**config.mk**
```make
export PLATFORM = sky130hd
export DESIGN_NAME = master_port
export DESIGN_NICKNAME = d
export VERILOG_FILES = /design/src/rtl/bus_pkg.sv /design/src/rtl/piso_shifter.sv /design/src/rtl/master_port.sv
export SDC_FILE = /design/constraint.sdc
export NUM_CORES = 1
export LEC_CHECK = 0
export BUFFER_PORTS_ARGS = -buffer_cell sky130_fd_sc_hd__buf_2
export CORE_UTILIZATION = 40
export DETAILED_ROUTE_END_ITERATION = 10
export GPL_TIMING_DRIVEN = 0
export SYNTH_ARGS = -nofsm -noshare
export SYNTH_HDL_FRONTEND = slang
export SYNTH_SLANG_ARGS = --single-unit
```
**constraint.sdc**
```tcl
create_clock -name clk -period 2.5 [get_ports clk]
set_clock_uncertainty 0.15 [all_clocks]
set_input_delay 0.5 -clock clk [delete_from_list [all_inputs] [get_ports clk]]
set_output_delay 0.5 -clock clk [all_outputs]
set_load 0.05 [all_outputs]
```
**src/rtl/bus_pkg.sv**
```systemverilog
// bus_pkg: shared state encoding, frame constants and default widths for the serial master/slave pair
package bus_pkg;
  localparam int DEF_DATA_WIDTH = 8;
  localparam int DEF_ADDR_WIDTH = 11;
  localparam int DEF_SLAVE_ID_WIDTH = 2;
  localparam int DEF_MAX_LEN = 256;
  localparam logic [2:0] START_BITS = 3'b111;
  typedef enum logic [2:0] {IDLE, CTRL, WAIT, WDATA, RDATA, FINISH} state_t;
  function automatic int frame_len(input int sw, input int aw);
    return 5 + sw + aw;
  endfunction
  localparam int FRAME_LEN = frame_len(DEF_SLAVE_ID_WIDTH, DEF_ADDR_WIDTH);
endpackage

```
**src/rtl/piso_shifter.sv**
```systemverilog
// piso_shifter: parallel-load, MSB-first serializer
module piso_shifter #(
  parameter int W = 8
) (
  input  logic         clk,
  input  logic         rstN,
  input  logic         load,
  input  logic         shift,
  input  logic [W-1:0] din,
  output logic         dout
);
  logic [W-1:0] sr;
  // load wins over shift; the MSB is always the bit on the wire
  always_ff @(posedge clk)
    if (!rstN) sr <= '0;
    else if (load) sr <= din;
    else if (shift) sr <= {sr[W-2:0], 1'b0};
  assign dout = sr[W-1];
endmodule

```
**src/rtl/master_port.sv**
```systemverilog
// master_port: parallel command/data to serial control-frame and data-word bus master
module master_port
  import bus_pkg::*;
#(
  parameter int DATA_WIDTH = DEF_DATA_WIDTH,
  parameter int ADDR_WIDTH = DEF_ADDR_WIDTH,
  parameter int SLAVE_ID_WIDTH = DEF_SLAVE_ID_WIDTH,
  parameter int MAX_LEN = DEF_MAX_LEN
) (
  input  logic                      clk,
  input  logic                      rstN,
  input  logic                      cmd_valid,
  output logic                      cmd_ready,
  input  logic [SLAVE_ID_WIDTH-1:0] cmd_slave_id,
  input  logic                      cmd_write,
  input  logic                      cmd_burst,
  input  logic [ADDR_WIDTH-1:0]     cmd_addr,
  input  logic [$clog2(MAX_LEN):0]  cmd_len,
  input  logic [DATA_WIDTH-1:0]     wr_data,
  input  logic                      wr_valid,
  output logic                      wr_ready,
  output logic [DATA_WIDTH-1:0]     rd_data,
  output logic                      rd_valid,
  output logic                      done,
  output logic                      control,
  output logic                      wD,
  output logic                      valid,
  output logic                      last,
  input  logic                      rD,
  input  logic                      ready
);
  localparam int LW = $clog2(MAX_LEN) + 1;
  localparam int FL = frame_len(SLAVE_ID_WIDTH, ADDR_WIDTH);
  localparam int CW = $clog2((FL > DATA_WIDTH ? FL : DATA_WIDTH) + 1);
  localparam int SW = $clog2(DATA_WIDTH);
  state_t state, nxt;
  logic [CW-1:0] bit_cnt;
  logic [LW-1:0] word_cnt, len, len_in;
  logic [SW-1:0] samp_cnt;
  logic [DATA_WIDTH-1:0] rsh;
  logic [FL-1:0] frame;
  logic wr_q, have, smp, frame_bit, word_bit, cmd_fire, bit_end, last_word;
  assign cmd_fire = cmd_valid & cmd_ready;
  assign frame = {START_BITS, cmd_slave_id, cmd_write, cmd_burst, cmd_addr};
  assign len_in = (!cmd_burst || cmd_len == '0) ? LW'(1) : (cmd_len > LW'(MAX_LEN)) ? LW'(MAX_LEN) : cmd_len;
  assign bit_end = bit_cnt == CW'(DATA_WIDTH - 1);
  assign last_word = word_cnt == len - 1'b1;
  assign last = valid & last_word;
  piso_shifter #(.W(FL)) u_frame (
    .clk(clk), .rstN(rstN), .load(cmd_fire), .shift(state == CTRL), .din(frame), .dout(frame_bit)
  );
  piso_shifter #(.W(DATA_WIDTH)) u_word (
    .clk(clk), .rstN(rstN), .load(wr_ready), .shift(valid && state == WDATA), .din(wr_data), .dout(word_bit)
  );
  // state register
  always_ff @(posedge clk)
    if (!rstN) state <= IDLE;
    else state <= nxt;
  // next state and serial/handshake outputs
  always_comb begin
    nxt = state;
    cmd_ready = 1'b0;
    wr_ready = 1'b0;
    valid = 1'b0;
    control = 1'b0;
    wD = 1'b0;
    done = 1'b0;
    case (state)
      IDLE: begin
        cmd_ready = 1'b1;
        nxt = cmd_valid ? CTRL : IDLE;
      end
      CTRL: begin
        control = frame_bit;
        nxt = bit_cnt == CW'(FL - 1) ? WAIT : CTRL;
      end
      WAIT: nxt = ready ? (wr_q ? WDATA : RDATA) : WAIT;
      WDATA: begin
        wD = word_bit;
        wr_ready = !have && wr_valid;
        valid = have && ready;
        nxt = (valid && bit_end && last_word) ? FINISH : WDATA;
      end
      RDATA: begin
        valid = ready && word_cnt < len;
        nxt = (word_cnt == len && smp) ? FINISH : RDATA;
      end
      FINISH: begin
        done = 1'b1;
        nxt = IDLE;
      end
      default: nxt = IDLE;
    endcase
  end
  // command latch, bit/word counters and read-word assembly
  always_ff @(posedge clk)
    if (!rstN) begin
      bit_cnt <= '0;
      word_cnt <= '0;
      len <= '0;
      wr_q <= 1'b0;
      have <= 1'b0;
      smp <= 1'b0;
      samp_cnt <= '0;
      rsh <= '0;
      rd_data <= '0;
      rd_valid <= 1'b0;
    end else begin
      rd_valid <= 1'b0;
      smp <= state == RDATA && valid;
      if (cmd_fire) begin
        wr_q <= cmd_write;
        len <= len_in;
        word_cnt <= '0;
        bit_cnt <= '0;
        have <= 1'b0;
        samp_cnt <= '0;
      end
      if (state == CTRL) bit_cnt <= bit_cnt == CW'(FL - 1) ? '0 : bit_cnt + 1'b1;
      if (wr_ready) have <= 1'b1;
      if (valid) begin
        bit_cnt <= bit_end ? '0 : bit_cnt + 1'b1;
        if (bit_end) begin
          word_cnt <= word_cnt + 1'b1;
          have <= 1'b0;
        end
      end
      if (smp) begin
        rsh <= {rsh[DATA_WIDTH-2:0], rD};
        samp_cnt <= samp_cnt + 1'b1;
        if (samp_cnt == SW'(DATA_WIDTH - 1)) begin
          rd_data <= {rsh[DATA_WIDTH-2:0], rD};
          rd_valid <= 1'b1;
          samp_cnt <= '0;
        end
      end
    end
endmodule
```
==> impl_results.md, run 1 <==
* Static leakage at 1.933 nW
* Dpl cell area at 4280 sq um
* # DRC at 0
* Storage element area at 1515 sq um
* HPWL after DPL at 7.329 mm
* Max-slew headroom at 0.5445
* Hold Path Sink: u_frame.sr[0]
* Synth Register Bits at 74
* Synth cell types at 57
* PortBufs at 52
* HP Start: cmd_addr[0]
* Worst Path Required at 1850 ps
* CP Capture Type: output pin
* Startpoint Class: register
* Core area at 9284 sq um
* Maximum buffer depth of the clock tree at 2
* Worst hold slack at 225.7 ps
* Placed Cells at 658
* Netlist Area Pre-Place at 3842 sq um
* Synth Instances at 477
* Net Count, Synth at 530
* Gr ovfl total at 0
* Flop pwr share at 0.484
* CTS buffer count at 9
* RR Startpoint: len[1]
* Share of layout cells above drive strength 1 at 0.2419
* First-pass GRT wire length at 16.42 mm
* Most frequent cells in the layout: nand2_1 (76), dfxtp_1 (61), buf_2 (51), nor2_1 (51), nand3_1 (29)
* Final Max Slew Viols at 0
* Via count at 3644
* CP delay by family, top: compound AO/OA/AOI/OAI gates
* Final hold viol count at 0
* Total wire length at 10.21 mm
* Io pins at 54
* DIE AREA at 10000 sq um
* RD Place Congestion at 0.8456
* CP arrival at 2250 ps
* Post-synth top area share at 0.3855
* Commonest non-fill, non-tap cell in the layout: nand2_1
* Total GRT Usage at 0.2098
* Syn-to-layout area delta at 24.39%
* Dpl ws at -506.3 ps
* CP Cell Sequence: inv_2 > ha_4 > o21ba_1 > a221o_1 > a2111oi_4 > o21ai_2 > nor3_4 > buf_6
* Gate power share at 0.125
* Chip height at 100.0 microns
* Post-synthesis sequential area ratio at 0.3855
* # H-tree levels at 3
* CTS Hold Bufs at 0
* Setup TNS at -551.3 ps
* Minimum clock period at 2900 ps
* Largest net degree at the start of global routing at 15
* RR Endpoint: state[1]
* Final Cell Area at 4780 sq um
* Power Total at 2.563 mW
* WHS Path Cells at 3
* Clk sinks at 74
* Synth top area cells: dfxtp_1 (39%), nand2_1 (7.4%), nor2_1 (5.4%), ha_1 (4.9%), mux2i_1 (3.9%)
* Vias in the first global route at 3418
* Final-layout fill cell count at 943
* Failing checks: setup timing
* DR vias/cell at 5.304
* Die width at 100.0 microns
* Final cell count without fillers at 687
* Status: finished with violations
* WP buf/inv at 2
* Fin util at 0.5148
* CTS Root Cell: clkbuf_8
* Unrepaired setup endpoints after global routing: true
* Setup violators final at 2
* PwrDens at 536.3 nW/um^2
* Antenna cells at 0
* Yosys top cell by area: dfxtp_1
* Leading register cell type out of synthesis: dfxtp_1
* # Max-Cap Violations at 0
* Routed Antenna Nets at 0
* DR WL/cell at 14.86 microns
* Reg clk slew, reported paths at 90 ps
* Clk Latency, worst-skew pair at 360 ps
* Iter 0 DRT Violations at 184
* Row Count at 35
* Sw frac at 0.2858
* Int Pwr at 1.831 mW
* Slowest cell on the critical path: dfxtp_2
* Number of synthesized flops with an enable pin at 0
* Min-Delay Path Class: input port to register
* Reg2reg setup slack at 70 ps
* CP Class: register to output pin
* Multi-input logic area at 2316 sq um
* Crit path largest cell delay at 340 ps
* Actual slew at the worst max-slew pin at 674.0 ps
* VDD IR max at 0.3132 mV
* Period utilization at 1.160
* Clock power share at 0.391
* 1st-pass router iterations at 5
* Maximum clock rate at 344.8 MHz
* Yosys warns at 0
* Final setup margin at -400.0 ps
* Nets@finish at 606
* Crit-path max FO at 5
* Avg Cell Area, Syn at 8.055 sq um
* R2R depth at 9
* Initial antenna violation count at 0
* CTS tree: done
* Asr flop ratio synth at 0
* Initial Util at 0.4139
* Net Sw Power at 0.7326 mW
## kinds of logic (layout without fill, tap and decap cells)
| logic type | after synthesis | count (layout) | share of synthesized area |
|---|---|---|---|
| DFF | 74 | 74 | 0.3855 |
| adders and majority gates | 15 | 15 | 0.04884 |
| AOI/OAI and AO/OA | 98 | 98 | 0.1749 |
| muxes | 15 | 15 | 0.03907 |
| xor gates and xnor gates | 9 | 9 | 0.02051 |
| buffers and inverters | 45 | 126 | 0.04982 |
| and+or+nand+nor | 221 | 221 | 0.2813 |
## layer usage
metal,wire [microns],global-route usage
met4,170,0.06355
met3,448,0.04318
met5,0,0
met2,4914,0.3464
met1,4678,0.2765
## how the worst max path moves through the flow
stage | start | to | slack (ps) | cells past startpoint
floorplan | len[0] | last | -260 | 7
global placement | len[0] | last | -470 | 8
detailed placement | len[0] | last | -510 | 8
CTS | len[1] | last | -470 | 8
global route | len[1] | last | -490 | 8
finish | len[1] | last | -400 | 8
## cell usage after synthesis, drive strengths merged, types with 3 or more instances
cell	number
inv	16
ha	15
xor2	5
a21oi	29
nand2	76
nor2b	3
clkbuf	21
nand3	29
nor4	3
nand3b	4
a311oi	12
xnor2	4
or2	3
a31oi	7
dfxtp	74
nand2b	6
nor3	14
mux2i	15
o21ai	13
o211ai	3
o31ai	4
nand4	5
nor3b	5
o21bai	6
a221o	3
buf	8
and3	8
a211oi	10
nor2	55
## timing repair
| action | CTS | global route |
|---|---|---|
| pin swaps | 7 | 9 |
| resized for setup | 21 | 36 |
| setup endpoints to repair | 14 | 11 |
| buffers inserted | 7 | 7 |
| hold endpoints to repair | 0 | 0 |
| gates cloned | 0 | 0 |
## power by group through the flow
| stage | sequential [mW] | clock (mW) | combinational (mW) |
|---|---|---|---|
| finish | 1.24 | 1.00 | 0.322 |
| global route | 1.24 | 1.07 | 0.355 |
| CTS | 1.24 | 1.02 | 0.310 |
| detailed placement | 1.27 | 0 | 0.291 |
| global placement | 1.27 | 0 | 0.285 |
| floorplan | 1.26 | 0 | 0.194 |
## cell type report
cell class / instances / share of cell area
well taps: 129 / 0.03377
inverters: 16 / 0.01257
multi-input cells: 358 / 0.4846
clock inverters: 6 / 0.01545
flip-flops and latches: 74 / 0.3170
plain buffers: 28 / 0.02749
clock buffers: 10 / 0.02880
repair buffers: 66 / 0.08037
## worst min-delay path, stage by stage
cell and delay, ps:
buf_2 90, nand2_1 40, a21oi_1 50
## registers in the layout, summed over array words and instances, names as in the netlist
register,flops
u_frame.sr,18
u_word.sr,8
rd_data,8
state,3
rd_valid,1
smp,1
wr_q,1
len,9
rsh,7
word_cnt,9
bit_cnt,5
samp_cnt,3
have,1
Power figures use the tool's default switching activity.
==> inputs of run 2 (changes only) <==
--- a/config.mk
+++ b/config.mk
@@ -12,3 +12,4 @@
 export SYNTH_ARGS = -nofsm -noshare
 export SYNTH_HDL_FRONTEND = slang
 export SYNTH_SLANG_ARGS = --single-unit
+export TNS_END_PERCENT = 10
==> run 2 against run 1 <==
The flow still finishes with violations (setup timing); highest routed layer unchanged; power down 0.38%; sequential cell count stayed put; die area stayed put.
==> impl_results.md, run 2 (synthesized netlist as in run 1, its figures left out) <==
* Status: finished with violations
* Failing checks: setup timing
* Reg2reg setup slack at 70 ps (about the same)
* Iter 0 DRT Violations at 138 (-25%)
* Largest Register: u_frame.sr
* PwrDens at 548.3 nW/um^2 (+2.2%)
* Maximum buffer depth of the clock tree at 2 (unchanged)
* PortBufs at 52 (unchanged)
* VDD IR max at 0.3160 mV (+0.89%)
* Largest net degree at the start of global routing at 15 (unchanged)
* Int Pwr at 1.831 mW (about the same)
* Gr ovfl total at 0 (unchanged)
* Sw frac at 0.2829 (-0.002868)
* Reg clk slew, reported paths at 90 ps (about the same)
* Net Sw Power at 0.7225 mW (-1.4%)
* # Max-Cap Violations at 0 (unchanged)
* CTS Root Cell: clkbuf_8
* RR Endpoint: state[1]
* Period utilization at 1.163 (+0.002840)
* HPWL after DPL at 7.329 mm (unchanged)
* RD Place Congestion at 0.8456 (unchanged)
* Row Count at 35 (unchanged)
* Actual slew at the worst max-slew pin at 650.7 ps (-23.31 ps)
* Clk sinks at 74 (unchanged)
* Setup violators final at 2 (unchanged)
* Commonest non-fill, non-tap cell in the layout: nand2_1
* DR vias/cell at 5.310 (+0.12%)
* Gate power share at 0.122 (-0.003)
* # DRC at 0 (unchanged)
* Static leakage at 1.896 nW (-1.9%)
* CTS tree: done
* CP arrival at 2260 ps (about the same)
* Total wire length at 9.985 mm (-2.2%)
* 1st-pass router iterations at 4 (-1)
* DR WL/cell at 14.62 microns (-1.6%)
* Share of layout cells above drive strength 1 at 0.2058 (-0.03616)
* Total GRT Usage at 0.2088 (-0.001042)
* HP Start: cmd_addr[0]
* Setup TNS at -688.9 ps (-137.7 ps)
* Unrepaired setup endpoints after global routing: true
* Min-Delay Path Class: input port to register
* Clk Latency, worst-skew pair at 360 ps (about the same)
* Worst Path Required at 1850 ps (about the same)
* Maximum clock rate at 344.0 MHz (-0.24%)
* Io pins at 54 (unchanged)
* Nets@finish at 602 (-0.66%)
* Syn-to-layout area delta at 21.20%
* RR Startpoint: len[1]
* Core area at 9284 sq um (unchanged)
* Final hold viol count at 0 (unchanged)
* Final setup margin at -407.1 ps (-7.100 ps)
* Via count at 3627 (-0.47%)
* Initial antenna violation count at 0 (unchanged)
* Flop pwr share at 0.487 (+0.003)
* Clock power share at 0.390 (about the same)
* Hold Path Sink: u_frame.sr[0]
* Power Total at 2.554 mW (-0.38%)
* Max-slew headroom at 0.5603 (+0.01575)
* DIE AREA at 10000 sq um (unchanged)
* CP Class: register to output pin
* Top flop regs: u_frame.sr (18), len (9), word_cnt (9)
* Startpoint Class: register
* R2R depth at 9 (unchanged)
* Minimum clock period at 2907 ps (+7.100 ps)
* CTS Hold Bufs at 0 (unchanged)
* Initial Util at 0.4139 (unchanged)
* CP Capture Type: output pin
* Most frequent cells in the layout: nand2_1 (76), dfxtp_1 (67), buf_2 (52), nor2_1 (52), nand3_1 (29)
* Fin util at 0.5016 (-0.01321)
* First-pass GRT wire length at 16.34 mm (-0.46%)
* Die width at 100.0 microns (unchanged)
* Max reg flops at 18 (unchanged)
* Final-layout fill cell count at 954 (+1.2%)
* Final Max Slew Viols at 0 (unchanged)
* Antenna cells at 0 (unchanged)
* WHS Path Cells at 3 (unchanged)
* Routed Antenna Nets at 0 (unchanged)
* CTS buffer count at 9 (unchanged)
* # H-tree levels at 3 (unchanged)
* Vias in the first global route at 3421 (+0.088%)
* Chip height at 100.0 microns (unchanged)
* Crit-path max FO at 5 (unchanged)
run 2: worst max-delay path by stage:
| stage | start | endpoint | slack (ps) | cells after the start |
|---|---|---|---|---|
| after floorplan | len[0] | last | -260 | 7 |
| after global placement | len[0] | last | -470 | 8 |
| after detailed placement | len[0] | last | -510 | 8 |
| after CTS | len[1] | last | -470 | 8 |
| after global routing | len[6] | last | -510 | 8 |
| final | len[1] | last | -410 | 8 |
run 2: critical path: stages (launching register included):
cell       delay, ps
dfxtp_2          340
inv_2             50
ha_4             170
o21ba_1          160
a221o_1          340
a2111oi_4        340
o21ai_2          160
nor3_4           160
buf_6            180
run 2: repair_timing:
action                     CTS  global route
setup buffers                6             3
setup endpoints to repair   14            14
pin swaps                    6             4
resized for setup           21            11
run 2: power by group through the flow:
stage	Clock (mW)	Sequential (mW)	Combinational (mW)
floorplan	0	1.26	0.194
global placement	0	1.27	0.285
detailed placement	0	1.27	0.291
CTS	1.02	1.24	0.309
global route	1.07	1.25	0.347
finish	0.996	1.24	0.313
run 2: cell type report:
type                       count  area [sq um]  area share
buffer                        29         136.4     0.02929
clock buffer                  10         137.6     0.02955
clock inverter                 6         73.82     0.01585
inverter                      16         60.06     0.01290
multi-input combinational    358          2252      0.4836
sequential                    74          1493      0.3205
tap                          129         161.4     0.03466
timing repair buffer          61         342.8     0.07362
run 2: metal layers:
metal  part of all wire  vias to the layer above  GRT usage
met1               0.47                     1705     0.2761
li1                   -                     1834          -
met5                  0                        -          0
met2               0.47                       74     0.3427
met3              0.039                       14    0.04248
met4              0.017                        0    0.06577
run 2: metrics by stage:
step | area, sq um | worst slack [ps] | instances | hold WS (ps)
after CTS | 4608 | -473.2 | 680 | 211.1
final | 4657 | -407.1 | 683 | 225.6
after floorplan | 3859 | -262.7 | 477 | 294.5
after global routing | 4657 | -506.3 | 683 | 226.7
after detailed placement | 4280 | -506.3 | 658 | 298.6
after global placement | 4280 | -473.2 | 658 | 292.5
